==> config.mk <==
export PLATFORM = sky130hd
export DESIGN_NAME = poly1305_block_sequencer
export DESIGN_NICKNAME = d
export VERILOG_FILES = /design/src/rtl/poly1305_pkg.sv /design/src/rtl/poly1305_block_fmt.sv /design/src/rtl/poly1305_block_sequencer.sv
export SDC_FILE = /design/constraint.sdc
export NUM_CORES = 2
export LEC_CHECK = 0
export BUFFER_PORTS_ARGS = -buffer_cell sky130_fd_sc_hd__buf_4
export CORE_AREA = 3 3 560 562
export CTS_CLUSTER_DIAMETER = 30
export DETAILED_ROUTE_END_ITERATION = 7
export DIE_AREA = 0 0 563 565
export GPL_TIMING_DRIVEN = 0
export PLACE_DENSITY_LB_ADDON = 0.1
export SYNTH_ARGS = -nofsm -noshare
export SYNTH_HDL_FRONTEND = slang
export SYNTH_SLANG_ARGS = --single-unit
==> constraint.sdc <==
create_clock -name clk -period 8.4 [get_ports clk]
set_clock_uncertainty 0.2 [all_clocks]
set_input_delay 0.42 -clock clk [delete_from_list [all_inputs] [get_ports clk]]
set_output_delay 0.42 -clock clk [all_outputs]
set_load 0.02 [all_outputs]
==> src/rtl/poly1305_pkg.sv <==
// Shared constants, state encoding and helpers for the Poly1305 block sequencer.
package poly1305_pkg;

  // Prime modulus 2^130 - 5
  localparam logic [129:0] P130    = 130'h3_ffffffff_ffffffff_ffffffff_fffffffb;
  // r clamp mask applied to the raw r key
  localparam logic [127:0] R_CLAMP = 128'h0ffffffc_0ffffffc_0ffffffc_0fffffff;
  // High bit appended to every padded 16-byte block
  localparam logic [128:0] HIBIT   = {1'b1, 128'h0};

  typedef enum logic [2:0] {
    ST_IDLE   = 3'd0,
    ST_ACCEPT = 3'd1,
    ST_ADD    = 3'd2,
    ST_MUL    = 3'd3,
    ST_RED    = 3'd4,
    ST_LENBLK = 3'd5,
    ST_FINAL  = 3'd6
  } state_t;

  // Number of set byte enables in a beat
  function automatic logic [4:0] popcount16(input logic [15:0] v);
    logic [4:0] c;
    c = 5'd0;
    for (int i = 0; i < 16; i++) begin
      c = c + {4'd0, v[i]};
    end
    return c;
  endfunction

endpackage

==> src/rtl/poly1305_block_fmt.sv <==
// Block formatter: zeroes disabled bytes, inserts the 2^128 pad bit,
// counts enabled bytes and builds the trailing length block.
module poly1305_block_fmt (
  input  logic [127:0] data,
  input  logic [15:0]  keep,
  input  logic [63:0]  aad_bytes,
  input  logic [63:0]  pld_bytes,
  output logic [128:0] beat_m,
  output logic [128:0] len_m,
  output logic [4:0]   keep_cnt
);
  import poly1305_pkg::*;

  logic [127:0] mask_s;

  // Expand per-byte enables into a bit mask
  always_comb begin
    mask_s = 128'h0;
    for (int i = 0; i < 16; i++) begin
      mask_s[i*8 +: 8] = {8{keep[i]}};
    end
  end

  assign beat_m   = {1'b0, data & mask_s} | HIBIT;
  assign len_m    = {1'b0, pld_bytes, aad_bytes} | HIBIT;
  assign keep_cnt = popcount16(keep);

endmodule

==> src/rtl/poly1305_block_sequencer.sv <==
// Poly1305 AEAD block sequencer: accepts AAD/payload beats, drives the external
// multiplier and reducer for h = (h + m) * r mod p, appends the length block
// and produces tag = (h + s) mod 2^128.
module poly1305_block_sequencer #(
  parameter int LEN_W = 64
) (
  input  logic         clk,
  input  logic         reset_n,
  input  logic         start,
  input  logic [127:0] r_key,
  input  logic [127:0] s_key,
  input  logic         in_valid,
  input  logic [127:0] in_data,
  input  logic [15:0]  in_keep,
  input  logic         in_is_aad,
  input  logic         in_last,
  output logic         in_ready,
  output logic         mul_start,
  output logic [129:0] mul_a,
  output logic [127:0] mul_b,
  input  logic [257:0] mul_product,
  input  logic         mul_done,
  output logic         red_start,
  output logic [257:0] red_value,
  input  logic [129:0] red_result,
  input  logic         red_done,
  output logic [127:0] tag,
  output logic         tag_valid,
  output logic         busy,
  output logic         err
);
  import poly1305_pkg::*;

  state_t             state_r;
  logic [129:0]       h_r;
  logic [127:0]       r_r;
  logic [127:0]       s_r;
  logic [LEN_W-1:0]   aad_bytes_r;
  logic [LEN_W-1:0]   pld_bytes_r;
  logic               pld_seen_r;
  logic               blk_last_r;
  logic               len_blk_r;
  logic [128:0]       m_r;
  logic               in_ready_r;
  logic               mul_start_r;
  logic [129:0]       mul_a_r;
  logic               red_start_r;
  logic [257:0]       red_value_r;
  logic [127:0]       tag_r;
  logic               tag_valid_r;
  logic               busy_r;
  logic               err_r;

  logic [128:0]       beat_m_s;
  logic [128:0]       len_m_s;
  logic [4:0]         keep_cnt_s;
  logic [LEN_W-1:0]   keep_ext_s;
  logic [130:0]       sum_s;
  logic [129:0]       fold_s;
  logic [127:0]       h_low_s;
  logic [127:0]       tag_sum_s;

  poly1305_block_fmt u_fmt (
    .data      (in_data),
    .keep      (in_keep),
    .aad_bytes (aad_bytes_r),
    .pld_bytes (pld_bytes_r),
    .beat_m    (beat_m_s),
    .len_m     (len_m_s),
    .keep_cnt  (keep_cnt_s)
  );

  assign keep_ext_s = {{(LEN_W-5){1'b0}}, keep_cnt_s};
  // h + m can reach bit 130; 2^130 == 5 mod p folds it back into 130 bits
  assign sum_s      = {1'b0, h_r} + {2'b00, m_r};
  assign fold_s     = sum_s[129:0] + {127'd0, sum_s[130], 1'b0, sum_s[130]};
  // Only the low 128 bits of the fully reduced h reach the tag
  assign h_low_s    = (h_r >= P130) ? (h_r[127:0] - P130[127:0]) : h_r[127:0];
  assign tag_sum_s  = h_low_s + s_r;

  // Sequencer FSM with all datapath registers and registered outputs
  always_ff @(posedge clk or negedge reset_n) begin
    if (!reset_n) begin
      state_r     <= ST_IDLE;
      h_r         <= 130'd0;
      r_r         <= 128'd0;
      s_r         <= 128'd0;
      aad_bytes_r <= '0;
      pld_bytes_r <= '0;
      pld_seen_r  <= 1'b0;
      blk_last_r  <= 1'b0;
      len_blk_r   <= 1'b0;
      m_r         <= 129'd0;
      in_ready_r  <= 1'b0;
      mul_start_r <= 1'b0;
      mul_a_r     <= 130'd0;
      red_start_r <= 1'b0;
      red_value_r <= 258'd0;
      tag_r       <= 128'd0;
      tag_valid_r <= 1'b0;
      busy_r      <= 1'b0;
      err_r       <= 1'b0;
    end else begin
      mul_start_r <= 1'b0;
      red_start_r <= 1'b0;
      tag_valid_r <= 1'b0;
      err_r       <= 1'b0;
      case (state_r)
        ST_IDLE: begin
          if (start) begin
            r_r         <= r_key & R_CLAMP;
            s_r         <= s_key;
            h_r         <= 130'd0;
            aad_bytes_r <= '0;
            pld_bytes_r <= '0;
            pld_seen_r  <= 1'b0;
            busy_r      <= 1'b1;
            in_ready_r  <= 1'b1;
            state_r     <= ST_ACCEPT;
          end
        end
        ST_ACCEPT: begin
          if (in_valid && in_ready_r) begin
            if (in_is_aad && pld_seen_r) begin
              // AAD after payload: consumed and flagged, state untouched
              err_r <= 1'b1;
            end else begin
              if (in_is_aad) begin
                aad_bytes_r <= aad_bytes_r + keep_ext_s;
              end else begin
                pld_bytes_r <= pld_bytes_r + keep_ext_s;
                pld_seen_r  <= 1'b1;
              end
              if (in_keep != 16'h0000) begin
                m_r        <= beat_m_s;
                blk_last_r <= in_last;
                len_blk_r  <= 1'b0;
                in_ready_r <= 1'b0;
                state_r    <= ST_ADD;
              end else if (in_last) begin
                in_ready_r <= 1'b0;
                state_r    <= ST_LENBLK;
              end
            end
          end
        end
        ST_LENBLK: begin
          m_r        <= len_m_s;
          len_blk_r  <= 1'b1;
          blk_last_r <= 1'b0;
          state_r    <= ST_ADD;
        end
        ST_ADD: begin
          mul_a_r     <= fold_s;
          mul_start_r <= 1'b1;
          state_r     <= ST_MUL;
        end
        ST_MUL: begin
          if (mul_done) begin
            red_value_r <= mul_product;
            red_start_r <= 1'b1;
            state_r     <= ST_RED;
          end
        end
        ST_RED: begin
          if (red_done) begin
            h_r <= red_result;
            if (len_blk_r) begin
              state_r <= ST_FINAL;
            end else if (blk_last_r) begin
              state_r <= ST_LENBLK;
            end else begin
              in_ready_r <= 1'b1;
              state_r    <= ST_ACCEPT;
            end
          end
        end
        ST_FINAL: begin
          tag_r       <= tag_sum_s;
          tag_valid_r <= 1'b1;
          busy_r      <= 1'b0;
          state_r     <= ST_IDLE;
        end
        default: begin
          in_ready_r <= 1'b0;
          busy_r     <= 1'b0;
          state_r    <= ST_IDLE;
        end
      endcase
    end
  end

  assign in_ready  = in_ready_r;
  assign mul_start = mul_start_r;
  assign mul_a     = mul_a_r;
  assign mul_b     = r_r;
  assign red_start = red_start_r;
  assign red_value = red_value_r;
  assign tag       = tag_r;
  assign tag_valid = tag_valid_r;
  assign busy      = busy_r;
  assign err       = err_r;

endmodule

Word-level counts from Yosys, hierarchy flattened
Index checks and enable logic that the tools add are counted.
Widths: inputs -> output; s select.

word-level totals
  register bits after elaboration = 1149
  output and inout port bits = 650

operators by class
  add/sub/neg operators = 21
  order comparisons = 1
  equal/unequal tests = 17
  muxes and demuxes = 57
  bitwise operators = 3
  reductions and logical operators = 18

operators with widths
  operator                   count
  $mux 64                    7
  $mux 129                   3
  $mux 130                   2
  $pmux 130 s2               1
  $pmux 129 s2               1
  $pmux 64 s2                2
  $add 130x129->131          1
  $add 130x3->130            1
  $ge 130x130->1 const B     1
  $add 128x128->128          1
  $add 64x5->64              2
  $and 128x128->128          1
  $mux 128                   1
  $sub 128x128->128 const B  1
  $add 5x1->5                14
  $mux 3                     9
  $mux 1                     25
  $ne 2x2->1 const B         10
  $pmux 3 s6                 1
  $reduce_bool 16->1         1
  $reduce_and 5->1           2
  $eq 3x3->1 const B         3
  $pmux 1 s2                 4
  $reduce_and 8->1           1
  15 further kinds           22

Depth between registers and ports, before layout
  depth in word-level cells = 20
  gate-level depth with buffers = 33
  depth with buffers taken out = 31

By module
A second synthesis with hierarchy kept.

second synthesis, totals
  cell total of the unflattened synthesis = 7564
  area, all modules = 69400.3 µm²

by module, submodules not included
  module                    instances  cells an instance  area each (µm²)  seq. area each (µm²)
  poly1305_block_sequencer  1          7258               67212.0          28752.6
  poly1305_block_fmt        1          306                2188.3           0.0

Least setup slack after synthesis
Ideal clock, no wire load.

  kind = reg-to-reg
  start = register h_r[0]
  end = register mul_a_r[112], in the netlist mul_a[112]
  library setup time = 130 ps
  arrival = 7424 ps
  setup slack = 646 ps
  stages on the path, launching flop included = 33
  path buffers = 2
  cells stage by stage = dfrtp_1 > ha_1 > fa_1 > a21o_1 > a22o_1 > o211ai_2 > o22ai_2 > o311a_1 > or3_1 > a21oi_1 > or3_1 > a31oi_1 > o21ai_0 > nand2b_1 > a21oi_1 > nor2b_1 > ha_1 > a21oi_1 > nor3_1 > nand3_1 > nor4b_1 > nand4b_1 > nor4_2 > and3_1 > buf_2 > and4b_1 > or3b_1 > clkbuf_1 > nor3_4 > nand3_1 > or4_1 > xnor2_1 > o21ai_1

on the way
  longest elaborated chain between the ends = 2

ends and longest elaborated chain
  item                    line                             source
  start, declared         poly1305_block_sequencer.sv:35   logic [129:0] h_r;
  start signal, assigned  poly1305_block_sequencer.sv:167  h_r <= red_result;
  $add 130x129->131       poly1305_block_sequencer.sv:75   assign sum_s = {1'b0, h_r} + {2'b00, m_r};
  $add 130x3->130         poly1305_block_sequencer.sv:76   assign fold_s = sum_s[129:0] + {127'd0, sum_s[130], 1'b0, sum_s[130]};
  end signal, assigned    poly1305_block_sequencer.sv:154  mul_a_r <= fold_s;
  end, declared           poly1305_block_sequencer.sv:46   logic [129:0] mul_a_r;

Every way passes these cells.
A chain may end at the register's enable or synchronous reset.

Worst setup path after layout
Same ends and word-level chain as after synthesis.

==> impl_results.md <==
- CP bufs+invs: 3
- Crit Path Max Fanout: 7
- Min-delay src: in_keep[10]
- CTS H-Tree Depth: 5
- Initial Util: 0.2174
- Worst Setup End Kind: register
- I/O Buffers: 1387
- Largest net degree at the start of global routing: 157
- Placed insts: 12880
- Hold Path Depth: 3
- R2r setup slk: 80 ps
- WS Path Type: reg2reg
- Top_reg_cell synth: dfrtp_1
- DIE WIDTH: between 500 and 600 µm
- Met3 Use GR: 0.06635
- Die Area: 318100 µm²
- Commonest cells after routing, fill and taps aside: 1469 x buf_4, 1130 x dfrtp_1, 1074 x nand2_1
- Total power: 0.04220 W
- Final Max Slew Viols: 0
- Gr usage total: 0.2560
- Netlist cell types: 101
- Hold Path Class: in2reg
- Maximum Capacitance Violations: 0
- Post-DRT Antenna Nets: 0
- Data required, critical path: between 8000 and 9000 ps
- Worst Reg2Reg Path Length in Cells: 33
- Routing usage on met2: 0.4432
- Area Growth Syn to Fin: 58.33%
- Final Worst Setup Slack: between 70 and 80 ps
- Vias in the first global route: 71470
- Vias post-DR: about 69000
- Peak supply drop: 198.2 µV
- Leakage: 47.07 nW
- Met1 Track Usage GR: 0.3057
- Status: completed
- Register bit total from synthesis: 1149
- Yosys top cell by area: dfrtp_1
- Tcrit/Tclk final: 0.9911
- GRT busiest layer: met2
- Unrepaired setup endpoints after global routing: yes
- Total CTS buffers: ~360
- Post-synthesis sequential area ratio: 0.4283
- CP max-delay cell: or3b_4
- Clk sink count: 1149
- Hold endpoint: m_r[83]
- Avg Cell Area, Syn: approximately 9.2 µm²
- Drt first pass iters: 6
- FF-to-FF Start: h_r[0]
- CP arrival: just under 9000 ps
- Worst-Margin Slew: 1375 ps
- Reg2reg end: mul_a[112]
- Mapped cell area: 67140 µm²
- Endpoints failing setup: 0
- Grt ovf: 0
- Root buffer cell: clkbuf_16
- Core Region: a little over 300000 µm²
- Drt drc: 0
- Fin. Hold Viols: 0
- Clk pin slew, worst setup/hold paths: 40 ps
- Top cell type's share of synthesized area: 0.4283
- Vert. Die Dim: 565 µm
- Share of cells above drive strength 1: 0.2751
- HPWL Detailed: 358400 µm
- CTS tree: yes
- DR WL/cell: 29.18 µm
- CTS Buffer Depth: 4
- Pre-CTS setup slack: -3077 ps
- Async set or reset register ratio after synthesis: 1.000
- Nets@finish: 11140
- Synth top area cells: dfrtp_1 43%, mux2_2 8.4%, nand2_1 6.0%, ha_1 5.2%, o21ai_0 4.5%
- Initial antenna violation count: between 100 and 150
- Clock Latency Late Sink: about 920 ps
- GP Congestion: 0.9427
- WL final: 424000 µm
- Min Tclk post-route: about 8300 ps
- Initial DRC Count: around 4500
- First-pass GRT wire length: 573800 µm
- Syn Inst Count: 7327
- Number of synthesized flops with an enable pin: 0
- Num ports: 1446
- Final core occ: 0.3442
- Critical path's top delay family: simple AND/OR/NAND/NOR gates
- Max Fclk: 0.1201 GHz
- Power Density: 397.0 nW/µm²
- Cell Count, Final, Fillers Out: 14530
- Post-DR vias/cell: between 4 and 5
- Max-slew headroom: 0.08363
- Delay of the slowest critical-path stage: 520 ps
- Commonest non-fill, non-tap cell in the layout: buf_4
- Row cnt: 204
- Setup TNS: 0 ps
- Warnings from Yosys: 0
- Crit start category: register
==> per-stage QoR <==
| stage | area, µm² | hold WS (ps) |
|---|---|---|
| floorplan | 67220 | -75.59 |
| finish | 106300 | 7.329 |
| global placement | 82780 | 262.3 |
| detailed placement | 83230 | 150.9 |
| CTS | 105900 | 1.850 |
| global route | 106200 | 26.90 |
==> state kept, by name, indices dropped and copies added (netlist names), 64 cells and up <==
signal / flops
aad_bytes_r: 64
h_r: 130
m_r: 129
mul_a: 130
mul_b: 106
pld_bytes_r: 64
red_value: 258
s_r: 128
tag: 128
==> final cells by class <==
cell class	count	area [µm²]
Tap cell	4120	5155
Fill cell	31980	202500
Buffer	391	1642
Clock inverter	155	1931
Antenna cell	54	135.1
Inverter	99	371.6
Multi-Input combinational cell	5659	37200
Clock buffer	510	10520
Timing Repair Buffer	2394	20570
Sequential cell	1149	28780
==> report_power, final <==
part | total, W | leakage, nW | switching [W] | internal (W)
sequential | 0.0103 | 14.3 | 0.00237 | 0.00789
combinational | 0.0183 | 26.6 | 0.0116 | 0.00674
clock | 0.0136 | 6.13 | 0.00418 | 0.00944
total | 0.0422 | 47.1 | 0.0181 | 0.0241
==> worst max-delay path by stage <==
| stage | depth (start not counted) | to | startpoint | slack (ps) |
|---|---|---|---|---|
| 5_1_grt | 33 | mul_a[112] | m_r[0] | -150 |
| 3_3_place_gp | 1 | tag[89] | reset_n | -8500 |
| 2_1_floorplan | 32 | mul_a[112] | h_r[0] | 650 |
| 4_1_cts | 32 | mul_a[119] | m_r[0] | -330 |
| 6_report | 33 | mul_a[112] | h_r[0] | 80 |
| 3_5_place_dp | 32 | mul_a[112] | h_r[0] | -3080 |
==> timing repair <==
| item | 4_1_cts | 5_1_grt |
|---|---|---|
| pin swaps | 53 | 43 |
| endpoints found under the setup margin | 181 | 67 |
| endpoints found under the hold margin | 1220 | 0 |
| setup buffers | 42 | 21 |
| hold buffers | 926 | 0 |
| gates resized for setup | 146 | 88 |
==> synth_stat cells (10+ instances only) <==
library cell     n
a211oi_1        40
a21boi_0        13
a21o_1         133
a21oi_1        391
a221oi_1        17
a31oi_1        162
a41oi_1         10
and2_1          34
and3_1          56
and4_1          28
buf_1           11
buf_2           22
buf_4           22
clkbuf_1       384
dfrtp_1       1149
fa_1            14
ha_1           279
inv_1           98
mux2_2         498
nand2_1       1076
nand2b_1        41
nand3_1        278
nand3b_1        15
nand4_1        199
nor2_1         544
nor2b_1        167
nor3_1         106
nor3b_1         11
nor4_1          38
o211ai_1        24
o21a_1          38
o21ai_0        598
o21ai_1         24
o21bai_1        42
o22ai_1         10
o31ai_1         35
or2_2           24
or3_1           48
or4_1           17
xnor2_1        211
xor2_1         236
==> worst min-delay path: cells and delay by family <==
kind	cells	cell delay [ps]
simple gates	1	250
compound gates	1	100
buf+inv	1	260
==> per-layer routing <==
layer	wire (µm)	vias up
met5	499	-
met4	16770	76
met3	28060	604
met2	205300	2220
met1	173400	34380
li1	-	31830
==> cells by family (layout without fill, tap and decap cells) <==
| logic type | Yosys count | count (layout) | share of synthesized area |
|---|---|---|---|
| adders and majority gates | 293 | 293 | 0.05617 |
| buffers and inverters | 540 | 3549 | 0.03205 |
| and+or+nand+nor | 2736 | 2736 | 0.1923 |
| other | 1 | 76 | 0.00005585 |
| AOI/OAI and AO/OA | 1660 | 1660 | 0.1489 |
| xor gates and xnor gates | 447 | 447 | 0.05831 |
| DFF | 1149 | 1149 | 0.4283 |
| muxes | 501 | 501 | 0.08397 |
Note: power is estimated with default switching activity, not from simulation.
